[config.mk]
export PLATFORM = sky130hd
export DESIGN_NAME = argmax_scan
export DESIGN_NICKNAME = d
export VERILOG_FILES = /design/src/rtl/argmax_scan.sv
export SDC_FILE = /design/constraint.sdc
export NUM_CORES = 1
export LEC_CHECK = 0
export ABC_AREA = 1
export BUFFER_PORTS_ARGS = -buffer_cell sky130_fd_sc_hd__buf_2
export CAP_MARGIN = 20
export CORE_UTILIZATION = 50
export DETAILED_ROUTE_END_ITERATION = 10
export GPL_TIMING_DRIVEN = 0
export HOLD_SLACK_MARGIN = 0.1
export PLACE_DENSITY = 0.82
export SYNTH_ARGS = -nofsm -noshare
export SYNTH_HDL_FRONTEND = slang
export SYNTH_SLANG_ARGS = --single-unit
[constraint.sdc]
create_clock -name Clk -period 3.4 [get_ports Clk]
set_input_delay 0.34 -clock Clk [delete_from_list [all_inputs] [get_ports Clk]]
set_output_delay 0.34 -clock Clk [all_outputs]
set_load 0.01 [all_outputs]
[src/rtl/argmax_scan.sv]
// Streaming argmax over NUM_ITEMS signed scores read from a latency-RD_LAT memory.
// Reports winner, runner-up and their margin; results hold from done until the next start.
module argmax_scan #(
    parameter int NUM_ITEMS = 10,
    parameter int DATA_W    = 32,
    parameter int ADDR_W    = 14,
    parameter int IDX_W     = 4,
    parameter int RD_LAT    = 1
) (
    input  logic              Clk,
    input  logic              Reset,
    input  logic              start,
    input  logic [ADDR_W-1:0] base_addr,
    output logic [ADDR_W-1:0] rd_addr,
    output logic              rd_en,
    input  logic [DATA_W-1:0] rd_data,
    output logic              busy,
    output logic              done,
    output logic [IDX_W-1:0]  max_idx,
    output logic [DATA_W-1:0] max_val,
    output logic [IDX_W-1:0]  second_idx,
    output logic [DATA_W-1:0] second_val,
    output logic [DATA_W:0]   margin
);

    typedef enum logic [1:0] {IDLE, ISSUE, DRAIN, DONE} state_t;

    localparam logic [IDX_W-1:0] LAST = IDX_W'(NUM_ITEMS - 1);

    state_t            state, state_nxt;
    logic [ADDR_W-1:0] base;
    logic [IDX_W-1:0]  issue_cnt;
    logic [IDX_W-1:0]  recv_cnt;
    logic [RD_LAT-1:0] vld_pipe;
    logic              rd_vld;
    logic              sec_empty;
    logic              accept;

    assign rd_vld = vld_pipe[RD_LAT-1];
    assign accept = (state == IDLE) && start;

    always_comb begin
        state_nxt = state;
        rd_en     = 1'b0;
        busy      = 1'b1;
        done      = 1'b0;
        case (state)
            IDLE: begin
                busy = 1'b0;
                if (start) state_nxt = ISSUE;
            end
            ISSUE: begin
                rd_en = 1'b1;
                if (issue_cnt == LAST) state_nxt = DRAIN;
            end
            DRAIN: begin
                if (rd_vld && recv_cnt == LAST) state_nxt = DONE;
            end
            DONE: begin
                done      = 1'b1;
                state_nxt = IDLE;
            end
            default: state_nxt = IDLE;
        endcase
    end

    // Address is forced to zero outside ISSUE so the bus is quiet between scans.
    assign rd_addr = rd_en ? base + ADDR_W'(issue_cnt) : '0;

    always_ff @(posedge Clk or posedge Reset) begin
        if (Reset) begin
            state     <= IDLE;
            base      <= '0;
            issue_cnt <= '0;
            recv_cnt  <= '0;
            vld_pipe  <= '0;
        end else begin
            state       <= state_nxt;
            vld_pipe[0] <= rd_en;
            for (int k = 1; k < RD_LAT; k++) vld_pipe[k] <= vld_pipe[k-1];
            if (accept) begin
                base      <= base_addr;
                issue_cnt <= '0;
                recv_cnt  <= '0;
            end else begin
                if (rd_en)  issue_cnt <= issue_cnt + 1'b1;
                if (rd_vld) recv_cnt  <= recv_cnt + 1'b1;
            end
        end
    end

    // Item 0 seeds the max; strict compares keep the lowest index on ties.
    always_ff @(posedge Clk or posedge Reset) begin
        if (Reset) begin
            max_idx    <= '0;
            max_val    <= '0;
            second_idx <= '0;
            second_val <= '0;
            sec_empty  <= 1'b1;
        end else if (accept) begin
            max_idx    <= '0;
            max_val    <= '0;
            second_idx <= '0;
            second_val <= '0;
            sec_empty  <= 1'b1;
        end else if (rd_vld) begin
            if (recv_cnt == '0) begin
                max_val   <= rd_data;
                max_idx   <= '0;
                sec_empty <= 1'b1;
            end else if ($signed(rd_data) > $signed(max_val)) begin
                second_val <= max_val;
                second_idx <= max_idx;
                sec_empty  <= 1'b0;
                max_val    <= rd_data;
                max_idx    <= recv_cnt;
            end else if (sec_empty || $signed(rd_data) > $signed(second_val)) begin
                second_val <= rd_data;
                second_idx <= recv_cnt;
                sec_empty  <= 1'b0;
            end
        end
    end

    assign margin = {max_val[DATA_W-1], max_val} - {second_val[DATA_W-1], second_val};

endmodule

==> run_results.csv, run 1 <==
group,metric,value,unit
worst_hold_path,holdCritPathClass,"in2reg",
synthesis,synth.avg_cell_area,6.80,µm²
floorplanning,initial_core_util,0.517,
cells_and_area,area_growth,18.0,%
timing,slew_headroom,0.600,
status,outcome,"complete, no violations",
cts,tritoncts.num_buffers,9,
synthesis,flip_flop_cell_with_the_highest_count_after_synthesis,"dfrtp_1",
timing,finalSetupViolCount,0,
timing,fin_worst_hold_slack,0.172,ns
job,max_cap_violations,0,
synthesis,biggest_area_contributors_in_the_synthesized_netlist,"dfrtp_1 28%, nand2_1 18%, ha_1 16%",
setup_path,worstSetupStartpointType,"register",
routing,number_of_remaining_drc_errors,0,
timing,fin_crit_sh,0.963,
timing,fin_crit,3.28,ns
cts,tritoncts,"done",
floorplanning,rows,47,
timing,hold_viol_final,0,
timing,worst_slack,0.125,ns
routing,dr.first_iter.drc_count,872,
setup_path,worstRegToRegCells,13,
cts,clk_pin_slew_worst_paths,0.07,ns
global_route,grt.met1_usage,0.386,
floorplanning,design.portCount,171,
routing,routed_wl,25500,µm
setup_path,reg_to_reg_critical_path_startpoint,"max_val[31]",
synthesis,synth_largest_area_cell,"dfrtp_1",
setup_path,timing.critical_path.required,3.06,ns
cts,cts_root_buf,"clkbuf_16",
global_route,globalRouteOverflowTotal,0,
floorplanning,design.die.area,17800,µm²
timing,skew,0.0128,ns
worst_hold_path,worst_hold_path.endpoint,"base[1]",
global_route,grt_util_met3,0.0548,
timing,total_count_of_max_transition_violations_in_the_final_report,0,
setup_path,setup.worst_path.end_class,"output port",
setup_path,r2r_endpoint,"max_val[15]",
routing,drt_pass1_iterations,5,
synthesis,syn_nets,1432,
synthesis,netlist_top_cells_count,"417 x nand2_1, 186 x inv_1, 110 x ha_1, 110 x nor2_1, 104 x o21ai_0",
floorplanning,core_region_area,16700,µm²
synthesis,synth_top_area_share,0.281,
setup_path,worst_ep_arrival_time,2.94,ns
worst_hold_path,hold_path_startpoint,"base_addr[1]",
worst_hold_path,timing.hold.worst_path_depth,3,
synthesis,synth-seq-area-share,0.284,
synthesis,yosysWarnings,0,
global_route,antenna_violations_before_repair,0,
cells_and_area,layout-drive-gt1-share,0.158,
global_route,grt.busiest_layer,"met2",
synthesis,post_synth_edffs,0,
synthesis,post-synth-top-count-cell,"nand2_1",
cells_and_area,diodes,0,
cts,clock_tree.htree_level_count,3,
placement,port-buffer-count,170,
floorplanning,dieWidth,133,µm
placement,preCtsSetupSlack,0.165,ns
placement,gp_routability_congestion,0.954,
cts,cts_buffer_depth,2,
synthesis,netlist_area,8640,µm²
global_route,grt_max_degree,56,
global_route,grt_first_pass_wirelength,41100,µm
routing,routed-via-count,9046,
cts,worstSkewPairLatency,0.36,ns
routing,route.detailed.vias_per_inst,5.37,
setup_path,timing.reg2reg.setup_slack,0.70,ns
global_route,grt_use_total,0.291,
cells_and_area,fin_nets,1622,
floorplanning,die-height,133,µm
synthesis,post_synth_inst_count,1271,
global_route,grt_pass1_vias,8398,
setup_path,cp_max_fo,4,
cts,clock_sinks,98,
global_route,met2_usage,0.464,
placement,detailed_place_hpwl,20100,µm
routing,routed_wire_length_per_instance,15.1,µm
synthesis,post_synthesis_sequential_element_count,98,
timing,max_clock_freq,305,MHz
routing,antenna_violating_nets_post_route,0,
setup_path,crit_type,"reg2out",
synthesis,ys_async_sr_fraction,1.00,
timing,timing_worst_slew_pin_value,0.601,ns
synthesis,yosysUniqueCellTypes,42,
cells by family (layout without fill, tap and decap cells):
group / Yosys count / in the layout / synth area share
xor gates and xnor gates: 26 / 26 / 0.0264
AOI/OAI and AO/OA: 223 / 223 / 0.143
DFF: 98 / 98 / 0.284
and+or+nand+nor: 591 / 591 / 0.276
buffers and inverters: 221 / 416 / 0.107
adders and majority gates: 112 / 112 / 0.164
per-stage QoR:
stage	std cells	cell area, µm²	TNS [ns]	util
finish	1686	10200	0	0.610
global route	1686	10200	-0.0268	0.610
CTS	1681	10100	0	0.607
detailed placement	1662	9790	0	0.586
global placement	1661	9760	-77.13	0.585
floorplan	1271	8640	0	-
registers in the layout (all words and copies together) (netlist names):
register / flops
max_val: 32
second_val: 32
base: 14
issue_cnt: 4
max_idx: 4
recv_cnt: 4
second_idx: 4
state: 2
rd_vld: 1
sec_empty: 1
worst max-delay path by stage:
| stage | from | end | cells past startpoint |
|---|---|---|---|
| floorplan | Reset | base[0] | 1 |
| global placement | Reset | second_val[20] | 2 |
| detailed placement | max_val[0] | margin[22] | 14 |
| CTS | max_val[0] | margin[22] | 14 |
| global route | max_val[2] | margin[21] | 13 |
| finish | max_val[0] | margin[24] | 17 |
critical path, stage by stage (launching register included):
cell,delay [ns]
dfrtp_1,0.41
inv_1,0.09
ha_1,0.24
fa_2,0.39
o21ai_4,0.17
nand2_1,0.07
o211ai_1,0.12
nand2_1,0.10
nand2_2,0.13
nand2_1,0.07
nand2_1,0.14
nand3_1,0.10
nand2_1,0.14
nand2_1,0.09
nand2_1,0.07
nand2_1,0.05
nand2_1,0.07
buf_2,0.13
layout make-up:
| cell class | count | area, µm² |
|---|---|---|
| plain buffers | 34 | 219 |
| fillers | 1551 | 6510 |
| well taps | 220 | 275 |
| inverters | 187 | 704 |
| clock inverters | 4 | 48.8 |
| repair buffers | 179 | 941 |
| multi-input cells | 952 | 5290 |
| flip-flops and latches | 98 | 2450 |
| clock buffers | 12 | 256 |
metal layers:
metal / up-vias / part of all wire
met5: - / 0
met2: 379 / 0.46
met4: 0 / 0.033
met3: 54 / 0.077
met1: 4170 / 0.43
li1: 4443 / -
layout by cell type, fill, tap and decap left out, drive strengths merged, types with 4 or more instances in the layout:
master and n:
a21o 10, a21oi 72, a221oi 4, buf 198, clkbuf 26, dfrtp 97
ha 110, inv 187, nand2 419, nand3 29, nand4 9, nor2 113
nor3 14, nor4 4, o21a 8, o21ai 110, o21bai 7, xor2 23
repair_timing:
item,CTS,global route
resized for setup,3,4
hold buffers,1,0
hold endpoints to repair,43,0
setup buffers,2,5
setup endpoints to repair,7,12
pin swaps,1,3
Power of run 1 is left out: the tool's default activity adds up to more than one toggle a clock period on the data nets, which glitch-free logic cannot reach.
==> run 2: changes to the inputs <==
--- a/config.mk
+++ b/config.mk
@@ -6,13 +6,13 @@
 export NUM_CORES = 1
 export LEC_CHECK = 0
 export ABC_AREA = 1
-export BUFFER_PORTS_ARGS = -buffer_cell sky130_fd_sc_hd__buf_2
 export CAP_MARGIN = 20
 export CORE_UTILIZATION = 50
 export DETAILED_ROUTE_END_ITERATION = 10
+export DONT_BUFFER_PORTS = 1
 export GPL_TIMING_DRIVEN = 0
 export HOLD_SLACK_MARGIN = 0.1
-export PLACE_DENSITY = 0.82
+export PLACE_DENSITY = 0.74
 export SYNTH_ARGS = -nofsm -noshare
 export SYNTH_HDL_FRONTEND = slang
 export SYNTH_SLANG_ARGS = --single-unit
==> constraint.sdc (replaced) <==
create_clock -name Clk -period 3.5 [get_ports Clk]
set_input_delay 0.35 -clock Clk [delete_from_list [all_inputs] [get_ports Clk]]
set_output_delay 0.35 -clock Clk [all_outputs]
set_load 0.01 [all_outputs]
==> run 2 against run 1 <==
Cell count decreased by 10%. Design area decreased by 8.3%. Critical endpoint unchanged. Clock-buffer cell count decreased by 1. Setup slack improved by 0.018 ns. Register-to-register slack about the same. Clock skew decreased by 0.0029 ns. Sequential share of layout area increased by 2.2 points. First-iteration DRC count decreased by 33%. Global-route usage decreased by 0.26 points. Via count decreased by 8.4%. Highest routed layer unchanged. Routed wire length decreased by 1.5%.
==> run_results.csv, run 2 (synthesis gave the netlist of run 1 again) <==
group,metric,value,unit
cells_and_area,area_growth,8.23,%
global_route,grt_max_degree,56,
placement,dpl.cell_count,1492,
floorplanning,design.die.area,17800,µm²
routing,route.detailed.vias_per_inst,5.47,
placement,port-buffer-count,0,
cells_and_area,diodes,0,
cells_and_area,fin_nets,1451,
placement,gp_routability_congestion,0.971,
status,outcome,"complete, no violations",
routing,dr.first_iter.drc_count,588,
job,max_cap_violations,0,
cts,cts_root_buf,"clkbuf_16",
timing,hold_viol_final,0,
setup_path,worstSetupStartpoint,"max_val[0]",
floorplanning,core_region_area,16700,µm²
worst_hold_path,holdCritPathClass,"in2reg",
timing,setup_repair_after_global_routing_missed_its_margin,"no",
cells_and_area,layout.cells.most_common_list,"416 x nand2_1, 185 x inv_1, 110 x nor2_1, 110 x ha_1, 104 x o21ai_0",
cts,clock_tree.htree_level_count,3,
cts,tritoncts,"done",
floorplanning,design.portCount,171,
placement,detailed_place_hpwl,19800,µm
routing,number_of_remaining_drc_errors,0,
timing,fin_crit,3.36,ns
timing,fin_crit_sh,0.959,
routing,routed_wl,25100,µm
setup_path,worstSetupStartpointType,"register",
cells_and_area,layout_commonest_cell,"nand2_1",
floorplanning,rows,47,
timing,slew_headroom,0.578,
setup_path,crit_type,"reg2out",
cts,worstSkewPairLatency,0.36,ns
setup_path,timing.critical_path.required,3.15,ns
cells_and_area,reg.largest.list,"max_val: 32 flops, second_val: 32 flops, base: 14 flops",
timing,timing_worst_slew_pin_value,0.633,ns
setup_path,worst_ep_arrival_time,3.01,ns
cts,clk_pin_slew_worst_paths,0.08,ns
floorplanning,initial_core_util,0.517,
setup_path,cp_max_fo,4,
cts,clock_sinks,98,
setup_path,reg_to_reg_critical_path_startpoint,"max_val[31]",
cells_and_area,final_design_area_no_fill,9350,µm²
placement,placed_cell_area,8940,µm²
setup_path,timing.reg2reg.setup_slack,0.70,ns
timing,max_clock_freq,298,MHz
routing,routed-via-count,8283,
timing,skew,0.00990,ns
timing,total_count_of_max_transition_violations_in_the_final_report,0,
cells_and_area,finalNonFillerCells,1515,
cts,cts_buffer_depth,2,
timing,finalSetupViolCount,0,
floorplanning,dieWidth,133,µm
global_route,grt_pass1_vias,7859,
global_route,antenna_violations_before_repair,0,
setup_path,setup.worst_path.end_class,"output port",
cells_and_area,layout-drive-gt1-share,0.0448,
global_route,globalRouteOverflowTotal,0,
routing,antenna_violating_nets_post_route,0,
global_route,grt_first_pass_wirelength,40300,µm
worst_hold_path,hold_path_startpoint,"base_addr[2]",
global_route,grt_use_total,0.288,
routing,routed_wire_length_per_instance,16.6,µm
routing,drt_pass1_iterations,5,
floorplanning,die-height,133,µm
timing,tns,0,ns
cts,tritoncts.num_buffers,9,
-- run 2: changes by cell type in the layout (fill, tap and decap cells not counted), moves of 2 or more --
cell	previous run	this run
buf_2	180	10
buf_4	9	5
clkinv_2	2	0
dlygate4sd3_1	1	4
-- run 2: area by class of cell --
cell class	instances	area, µm²
clock buffer	11	253
tap	220	275
timing repair buffer	8	90.1
fill	1630	7350
multi-input combinational	952	5290
clock inverter	5	67.6
buffer	34	219
sequential	98	2450
inverter	187	704
-- run 2: routing by layer --
metal,global-route usage,vias to the layer above,routed length (µm)
li1,-,4090,-
met1,0.379,3863,10800
met2,0.464,296,11400
met3,0.0704,34,2320
met4,0.0947,0,544
met5,0,-,0
-- run 2: critical path, cell delays in order, from the launching register on --
cell and delay [ns]:
dfrtp_2 0.43, inv_1 0.09, ha_1 0.23, fa_1 0.43, o21ai_2 0.23, nand2_1 0.08, o211ai_1 0.14, nand2_1 0.11
nand2_2 0.14, nand2_1 0.06, nand2_1 0.15, nand3_1 0.10, nand2_1 0.13, nand2_1 0.08, nand2_1 0.06, nand2_1 0.05
nand2_1 0.13
-- run 2: per-stage QoR --
stage | hold WS (ns) | setup slack, ns | util
6_report | 0.108 | 0.143 | 0.560
5_1_grt | 0.113 | 0.00244 | 0.560
4_1_cts | 0.105 | 0.0134 | 0.558
3_5_place_dp | 0.326 | 0.196 | 0.536
3_3_place_gp | 0.463 | -0.674 | 0.534
2_1_floorplan | 0.455 | 0.590 | -
-- run 2: path summary, 6_finish.rpt --
kind                                       to  cells after the start
max in group asynchronous           sec_empty                      3
min in group asynchronous             base[8]                      2
worst min-delay path                  base[2]                      2
worst max-delay path               margin[24]                     16
worst min register to register        base[3]                      2
worst max register to register  second_val[2]                     14
-- run 2: repair_timing --
| action | in CTS | in global routing |
|---|---|---|
| buffers inserted | 0 | 3 |
| hold buffers | 4 | 0 |
| hold endpoints to repair | 46 | 0 |
| setup endpoints to repair | 7 | 9 |
| gates cloned | 0 | 0 |
| pin swaps | 0 | 2 |
| resized for setup | 2 | 4 |
Power of run 2 is left out for the same reason.
